`config.mk`:
```
export PLATFORM = sky130hd
export DESIGN_NAME = cache_control_2way_flat
export DESIGN_NICKNAME = d
export VERILOG_FILES = /design/src/rtl/cache_control_2way_pkg.sv /design/src/rtl/cache_control_2way_if.sv /design/src/rtl/cache_control_2way_sat_counter.sv /design/src/rtl/cache_control_2way.sv /design/src/flat_wrapper.sv
export SDC_FILE = /design/constraint.sdc
export NUM_CORES = 1
export LEC_CHECK = 0
export CORE_MARGIN = 1.5
export CORE_UTILIZATION = 30
export CTS_CLUSTER_SIZE = 24
export DETAILED_ROUTE_END_ITERATION = 12
export DONT_BUFFER_PORTS = 1
export GPL_TIMING_DRIVEN = 0
export MAX_ROUTING_LAYER = met4
export PLACE_DENSITY_LB_ADDON = 0.3
export SLEW_MARGIN = 20
export SYNTH_ARGS = -nofsm -noshare
export SYNTH_HDL_FRONTEND = slang
export SYNTH_SLANG_ARGS = --single-unit
export TNS_END_PERCENT = 5
```
`constraint.sdc`:
```
create_clock -name clk -period 2.15 [get_ports clk]
set_input_delay 0.43 -clock clk [delete_from_list [all_inputs] [get_ports clk]]
set_output_delay 0.43 -clock clk [all_outputs]
set_load 0.005 [all_outputs]
```
`src/rtl/cache_control_2way_pkg.sv`:
```
// rtl/cache_control_2way_pkg.sv - shared types and helpers for the 2-way L1 cache controller
package cache_control_2way_pkg;

    localparam int CACHE_WAYS = 2;

    typedef logic [8:0]   cache_tag;
    typedef logic [2:0]   cache_index;
    typedef logic [3:0]   cache_offset;
    typedef logic [127:0] cache_line;

    typedef enum logic [1:0] {
        S_IDLE,
        S_WRITEBACK,
        S_ALLOCATE
    } cache_state_t;

    // True when the way the LRU bit points at holds modified data that must be flushed first.
    function automatic logic victim_dirty(input logic lru, input logic valid0, input logic valid1,
                                          input logic dirty0, input logic dirty1);
        return lru ? (valid1 & dirty1) : (valid0 & dirty0);
    endfunction

endpackage

```
`src/rtl/cache_control_2way_if.sv`:
```
// rtl/cache_control_2way_if.sv - CPU, hit-detector, datapath and physical-memory signals of the controller
interface cache_control_2way_if #(
    parameter int CNT_WIDTH = 16
);
    logic                 mem_read;
    logic                 mem_write;
    logic                 mem_resp;
    logic                 hit;
    logic                 way0_hit;
    logic                 way1_hit;
    logic                 lru;
    logic                 valid0;
    logic                 valid1;
    logic                 dirty0;
    logic                 dirty1;
    logic                 pmem_resp;
    logic                 pmem_read;
    logic                 pmem_write;
    logic                 pmem_addr_sel;
    logic                 victim_way;
    logic                 load_way0;
    logic                 load_way1;
    logic                 data_sel;
    logic                 dirty_in;
    logic                 lru_load;
    logic                 lru_in;
    logic [CNT_WIDTH-1:0] hit_cnt;
    logic [CNT_WIDTH-1:0] miss_cnt;
    logic [CNT_WIDTH-1:0] wb_cnt;

    // Environment side: CPU, hit detector, array state and physical memory.
    modport master (
        output mem_read, mem_write, hit, way0_hit, way1_hit, lru,
               valid0, valid1, dirty0, dirty1, pmem_resp,
        input  mem_resp, pmem_read, pmem_write, pmem_addr_sel, victim_way,
               load_way0, load_way1, data_sel, dirty_in, lru_load, lru_in,
               hit_cnt, miss_cnt, wb_cnt
    );

    // Controller side.
    modport slave (
        input  mem_read, mem_write, hit, way0_hit, way1_hit, lru,
               valid0, valid1, dirty0, dirty1, pmem_resp,
        output mem_resp, pmem_read, pmem_write, pmem_addr_sel, victim_way,
               load_way0, load_way1, data_sel, dirty_in, lru_load, lru_in,
               hit_cnt, miss_cnt, wb_cnt
    );

endinterface

```
`src/rtl/cache_control_2way_sat_counter.sv`:
```
// rtl/cache_control_2way_sat_counter.sv - saturating event counter
module sat_counter #(
    parameter int WIDTH = 16
) (
    input  logic             clk,
    input  logic             rst,
    input  logic             inc,
    output logic [WIDTH-1:0] count
);

    logic [WIDTH-1:0] count_q;
    logic [WIDTH-1:0] count_d;

    // Increment until all ones, then hold so the count never wraps.
    always_comb begin
        count_d = count_q;
        if (inc && (count_q != {WIDTH{1'b1}})) begin
            count_d = count_q + 1'b1;
        end
    end

    // Count register with synchronous clear.
    always_ff @(posedge clk) begin
        if (rst) begin
            count_q <= '0;
        end else begin
            count_q <= count_d;
        end
    end

    assign count = count_q;

endmodule

```
`src/rtl/cache_control_2way.sv`:
```
// rtl/cache_control_2way.sv - control FSM for the 2-way set-associative L1 cache
module cache_control_2way
    import cache_control_2way_pkg::*;
#(
    parameter int CNT_WIDTH = 16
) (
    input logic                 clk,
    input logic                 rst,
    cache_control_2way_if.slave bus
);

    cache_state_t state_q;
    cache_state_t state_d;
    logic         victim_way_q;
    logic         victim_way_d;

    logic request;
    logic hit_way;
    logic needs_wb;
    logic hit_inc;
    logic miss_inc;
    logic wb_inc;

    assign request  = bus.mem_read | bus.mem_write;
    // Way 0 takes priority if the hit detector ever reports both ways.
    assign hit_way  = ~bus.way0_hit;
    assign needs_wb = victim_dirty(bus.lru, bus.valid0, bus.valid1, bus.dirty0, bus.dirty1);

    // State and victim registers; reset abandons any miss in flight.
    always_ff @(posedge clk) begin
        if (rst) begin
            state_q      <= S_IDLE;
            victim_way_q <= 1'b0;
        end else begin
            state_q      <= state_d;
            victim_way_q <= victim_way_d;
        end
    end

    // Next-state: a miss latches the LRU way as victim; memory transactions advance on pmem_resp.
    always_comb begin
        state_d      = state_q;
        victim_way_d = victim_way_q;
        case (state_q)
            S_IDLE: begin
                if (request && !bus.hit) begin
                    victim_way_d = bus.lru;
                    state_d      = needs_wb ? S_WRITEBACK : S_ALLOCATE;
                end
            end
            S_WRITEBACK: begin
                // A request withdrawn during the flush needs no refill afterwards.
                if (bus.pmem_resp) begin
                    state_d = request ? S_ALLOCATE : S_IDLE;
                end
            end
            S_ALLOCATE: begin
                if (bus.pmem_resp) begin
                    state_d = S_IDLE;
                end
            end
            default: begin
                state_d = S_IDLE;
            end
        endcase
    end

    // Mealy outputs: everything idles low and is raised only by the current state and inputs.
    always_comb begin
        bus.mem_resp      = 1'b0;
        bus.pmem_read     = 1'b0;
        bus.pmem_write    = 1'b0;
        bus.pmem_addr_sel = 1'b0;
        bus.load_way0     = 1'b0;
        bus.load_way1     = 1'b0;
        bus.data_sel      = 1'b0;
        bus.dirty_in      = 1'b0;
        bus.lru_load      = 1'b0;
        bus.lru_in        = 1'b0;
        hit_inc           = 1'b0;
        miss_inc          = 1'b0;
        wb_inc            = 1'b0;
        case (state_q)
            S_IDLE: begin
                if (request && bus.hit) begin
                    bus.mem_resp = 1'b1;
                    bus.lru_load = 1'b1;
                    bus.lru_in   = ~hit_way;
                    hit_inc      = 1'b1;
                    if (bus.mem_write) begin
                        bus.load_way0 = ~hit_way;
                        bus.load_way1 = hit_way;
                        bus.data_sel  = 1'b0;
                        bus.dirty_in  = 1'b1;
                    end
                end else if (request) begin
                    miss_inc = 1'b1;
                    wb_inc   = needs_wb;
                end
            end
            S_WRITEBACK: begin
                bus.pmem_write    = 1'b1;
                bus.pmem_addr_sel = 1'b1;
            end
            S_ALLOCATE: begin
                bus.pmem_read = 1'b1;
                if (bus.pmem_resp) begin
                    bus.load_way0 = ~victim_way_q;
                    bus.load_way1 = victim_way_q;
                    bus.data_sel  = 1'b1;
                    bus.dirty_in  = 1'b0;
                end
            end
            default: begin
                bus.pmem_read = 1'b0;
            end
        endcase
    end

    assign bus.victim_way = victim_way_q;

    sat_counter #(.WIDTH(CNT_WIDTH)) u_hit_cnt (
        .clk   (clk),
        .rst   (rst),
        .inc   (hit_inc),
        .count (bus.hit_cnt)
    );

    sat_counter #(.WIDTH(CNT_WIDTH)) u_miss_cnt (
        .clk   (clk),
        .rst   (rst),
        .inc   (miss_inc),
        .count (bus.miss_cnt)
    );

    sat_counter #(.WIDTH(CNT_WIDTH)) u_wb_cnt (
        .clk   (clk),
        .rst   (rst),
        .inc   (wb_inc),
        .count (bus.wb_cnt)
    );

endmodule

```
`src/flat_wrapper.sv`:
```
// flat-port wrapper written by rule: the top's interface ports become plain ports
module cache_control_2way_flat import cache_control_2way_pkg::*;
#(
    parameter int CNT_WIDTH = 16
)
  (clk, rst, bus_mem_read, bus_mem_write, bus_hit, bus_way0_hit, bus_way1_hit, bus_lru, bus_valid0, bus_valid1, bus_dirty0, bus_dirty1, bus_pmem_resp, bus_mem_resp, bus_pmem_read, bus_pmem_write, bus_pmem_addr_sel, bus_victim_way, bus_load_way0, bus_load_way1, bus_data_sel, bus_dirty_in, bus_lru_load, bus_lru_in, bus_hit_cnt, bus_miss_cnt, bus_wb_cnt);
  cache_control_2way_if #(.CNT_WIDTH(CNT_WIDTH)) bus_i ();
  input logic clk;
  input logic rst;
  input wire logic [$bits(bus_i.mem_read)-1:0] bus_mem_read;
  input wire logic [$bits(bus_i.mem_write)-1:0] bus_mem_write;
  input wire logic [$bits(bus_i.hit)-1:0] bus_hit;
  input wire logic [$bits(bus_i.way0_hit)-1:0] bus_way0_hit;
  input wire logic [$bits(bus_i.way1_hit)-1:0] bus_way1_hit;
  input wire logic [$bits(bus_i.lru)-1:0] bus_lru;
  input wire logic [$bits(bus_i.valid0)-1:0] bus_valid0;
  input wire logic [$bits(bus_i.valid1)-1:0] bus_valid1;
  input wire logic [$bits(bus_i.dirty0)-1:0] bus_dirty0;
  input wire logic [$bits(bus_i.dirty1)-1:0] bus_dirty1;
  input wire logic [$bits(bus_i.pmem_resp)-1:0] bus_pmem_resp;
  output wire logic [$bits(bus_i.mem_resp)-1:0] bus_mem_resp;
  output wire logic [$bits(bus_i.pmem_read)-1:0] bus_pmem_read;
  output wire logic [$bits(bus_i.pmem_write)-1:0] bus_pmem_write;
  output wire logic [$bits(bus_i.pmem_addr_sel)-1:0] bus_pmem_addr_sel;
  output wire logic [$bits(bus_i.victim_way)-1:0] bus_victim_way;
  output wire logic [$bits(bus_i.load_way0)-1:0] bus_load_way0;
  output wire logic [$bits(bus_i.load_way1)-1:0] bus_load_way1;
  output wire logic [$bits(bus_i.data_sel)-1:0] bus_data_sel;
  output wire logic [$bits(bus_i.dirty_in)-1:0] bus_dirty_in;
  output wire logic [$bits(bus_i.lru_load)-1:0] bus_lru_load;
  output wire logic [$bits(bus_i.lru_in)-1:0] bus_lru_in;
  output wire logic [$bits(bus_i.hit_cnt)-1:0] bus_hit_cnt;
  output wire logic [$bits(bus_i.miss_cnt)-1:0] bus_miss_cnt;
  output wire logic [$bits(bus_i.wb_cnt)-1:0] bus_wb_cnt;
  assign bus_i.mem_read = bus_mem_read;
  assign bus_i.mem_write = bus_mem_write;
  assign bus_i.hit = bus_hit;
  assign bus_i.way0_hit = bus_way0_hit;
  assign bus_i.way1_hit = bus_way1_hit;
  assign bus_i.lru = bus_lru;
  assign bus_i.valid0 = bus_valid0;
  assign bus_i.valid1 = bus_valid1;
  assign bus_i.dirty0 = bus_dirty0;
  assign bus_i.dirty1 = bus_dirty1;
  assign bus_i.pmem_resp = bus_pmem_resp;
  assign bus_mem_resp = bus_i.mem_resp;
  assign bus_pmem_read = bus_i.pmem_read;
  assign bus_pmem_write = bus_i.pmem_write;
  assign bus_pmem_addr_sel = bus_i.pmem_addr_sel;
  assign bus_victim_way = bus_i.victim_way;
  assign bus_load_way0 = bus_i.load_way0;
  assign bus_load_way1 = bus_i.load_way1;
  assign bus_data_sel = bus_i.data_sel;
  assign bus_dirty_in = bus_i.dirty_in;
  assign bus_lru_load = bus_i.lru_load;
  assign bus_lru_in = bus_i.lru_in;
  assign bus_hit_cnt = bus_i.hit_cnt;
  assign bus_miss_cnt = bus_i.miss_cnt;
  assign bus_wb_cnt = bus_i.wb_cnt;
  cache_control_2way #(.CNT_WIDTH(CNT_WIDTH)) u_core (.clk(clk), .rst(rst), .bus(bus_i));
endmodule
```
==> impl_metrics.ini <==
[status]
status = complete, no violations

[timing]
period_needed_ps = 2080
finalSetupViolations = 0
rsz0062_at_grt = no
min_period_over_period_pct = 96.9
finalSetupTns_ps = 0
fin_ws_ps = 67.5
slew_viol_final = 0
hold_violations = 0
worst_pin_slew_ps = 562
max_freq_ghz = 0.480
finClkSkew_ps = 19.4
hold_ws_ps = 251
slew_headroom_pct = 62.4

[clocking]
clk_latency_ps = 310
max-clock-path-buffers = 2
ctsHtreeMaxLevel = 2
root_buffer = clkbuf_8
clk_pin_slew_ps = 110
cts_setup_buffers = 0
clock-sinks = 51
postCtsHoldBufs = 0
cts_buffers = 5
cts_tree = yes

[synthesis]
synthCells = 311
synth_seq_area_share_pct = 38.4
synth_cell_type_count = 46
syn_area_per_cell_um2 = 8.56
synth-edff-count = 0
syn-num-nets = 327
synthesis.area_um2 = 2660
yosys_register_bits = 51
synth-main-ff-cell = dfxtp_1
async_flop_share_pct = 0
yosysWarnings = 0

[setup_path]
critPathCaptureType = flop
start_kind = flop
required_ps = 2360
critPathMaxStageDelay_ps = 380
slowest_stage = dfxtp_1
worstPathCellList = ha_1 > and3_1 > and3_4 > a31oi_4 > and4_4 > mux2_4
cp_data_arrival_time_ps = 2290
path_class = reg -> reg
worst-path-max-fanout = 8

[power]
p_comb_share_pct = 6.6
switching_share_pct = 24.7
switchingPower_w = 0.000441
power.density_nw_per_um2 = 613
clock_power_share_pct = 38.8
internal_power_w = 0.00135
ir_drop_uv = 311
share_seq_of_total_power_pct = 54.6
p_leak_nw = 0.944

[place]
numPortBuffers = 0
gp_congestion = 0.839
place_inst = 419
hpwlAfterDp_um = 4830
place_ws_ps = 82.0

[global_routing]
grt_pass1_wl_um = 10500
grt_max_degree = 18
antenna_found_initial = 0
grt-ovfl-total = 0
grt_pass1_vias = 1994
grtUsageTotal_pct = 13.9

[die]
core-area_um2 = 8680
die_h_um = 97.2
die_w_um = 97.2
dieArea_um2 = 9440
ios = 72
fp-row-count = 34
initial_core_util_pct = 30.7

[cells_and_area]
drive_above_1_share_pct = 9.72
antenna_cells = 0
area_growth_pct = 9.64
mostFrequentLayoutCells = nor2_1, dfxtp_1, xnor2_1
stdcell_count = 427
layout.nets = 334
nFillCells = 947

[route]
wirelength_um = 6560
ant_nets = 0
drtIter0Drc = 96
drc = 0
firstDrtPassIters = 4
drt-vias-per-instance = 5.23
vias = 2232
wl_per_cell_um = 15.4

[hold_path]
worstHoldPathType = in -> reg

[job]
maxCapViolations = 0
==> flip-flops by register name, indices dropped and copies added, names as in the netlist <==
| register | cells |
|---|---|
| u_core.u_miss_cnt.count | 16 |
| u_core.u_hit_cnt.count | 16 |
| u_core.u_wb_cnt.count | 16 |
| u_core.state_q | 2 |
| u_core.bus.victim_way | 1 |
==> path summary, 6_finish.rpt <==
kind	endpoint	slack, ps	cells past startpoint	start
worst max-delay path	u_core.u_miss_cnt.count[3]$_SDFFE_PP0P_	70	6	u_core.u_miss_cnt.count[0]$_SDFFE_PP0P_
worst min-delay path	u_core.bus.victim_way$_SDFFE_PP0P_	250	2	bus_lru
worst max register to register	u_core.u_miss_cnt.count[3]$_SDFFE_PP0P_	70	6	u_core.u_miss_cnt.count[0]$_SDFFE_PP0P_
worst min register to register	u_core.bus.victim_way$_SDFFE_PP0P_	530	2	u_core.bus.victim_way$_SDFFE_PP0P_
==> per-stage QoR <==
stage	util [%]	total power, W	area [um^2]
6_report	33.6	0.00179	2920
3_5_place_dp	32.2	0.00112	2800
2_1_floorplan	-	0.00109	2660
5_1_grt	33.6	0.00188	2920
3_3_place_gp	32.2	0.00112	2800
4_1_cts	33.5	0.00182	2910
==> critical path: cells and delay by family (launching register included) <==
family / cells / cell delay (ps)
AO/OA/AOI/OAI: 1 / 260
AND/OR/NAND/NOR: 3 / 720
multiplexers: 1 / 290
adder cells (fa/ha/maj): 1 / 330
flip-flops: 1 / 380
==> layout make-up <==
| class | instances | area (um^2) | area share (%) |
|---|---|---|---|
| Tap cell | 108 | 135 | 4.63 |
| Clock buffer | 5 | 68.8 | 2.36 |
| Multi-Input combinational cell | 239 | 1540 | 52.9 |
| Inverter | 8 | 30.0 | 1.03 |
| Sequential cell | 51 | 1020 | 35.0 |
| Buffer | 13 | 73.8 | 2.53 |
| Clock inverter | 3 | 46.3 | 1.59 |
==> power groups by stage <==
stage               sequential, W  clock [W]  combinational [W]
floorplan                0.000993          0          0.0000920
global placement         0.000999          0           0.000118
detailed placement       0.000999          0           0.000119
CTS                      0.000977   0.000719           0.000120
global route             0.000979   0.000768           0.000132
finish                   0.000977   0.000694           0.000119
==> synthesized netlist by cell type (7+ instances only) <==
master	instances	area share (%)
xnor2_1	29	9.5
nand2_1	18	2.5
and3_1	10	2.4
and4_1	7	2.3
nand4_1	15	3.5
nand3_1	17	3.2
nor2_1	51	7.2
a21oi_1	9	1.7
nor3_1	9	1.7
inv_1	8	1.1
dfxtp_1	51	38
xor2_1	9	3.0
nor4_1	14	3.3
==> kinds of logic (layout without fill, tap and decap cells) <==
| group | Yosys count | in the layout | synth area share [%] |
|---|---|---|---|
| buffers and inverters | 21 | 29 | 3.90 |
| AO/OA/AOI/OAI | 30 | 30 | 9.36 |
| adder cells (fa/ha/maj) | 3 | 3 | 1.41 |
| multiplexers | 3 | 3 | 1.32 |
| XOR/XNOR | 38 | 38 | 12.5 |
| flip-flops | 51 | 51 | 38.4 |
| AND/OR/NAND/NOR | 165 | 165 | 33.1 |
==> metal layers <==
metal  wire (um)  GRT usage (%)  up-vias  part of all wire, %
met5           0              -        -                    0
met4          73           3.57        0                  1.1
met3         532           6.33        6                  8.1
met2        3030           21.2       56                   46
met1        2920           16.7     1049                   45
li1            -              -     1121                    -
==> what timing repair did <==
| action | in CTS | in global routing |
|---|---|---|
| resized for setup | 0 | 1 |
| hold endpoints to repair | 0 | 0 |
| setup endpoints to repair | 0 | 1 |
No activity file was read; power rests on OpenSTA's default activity.
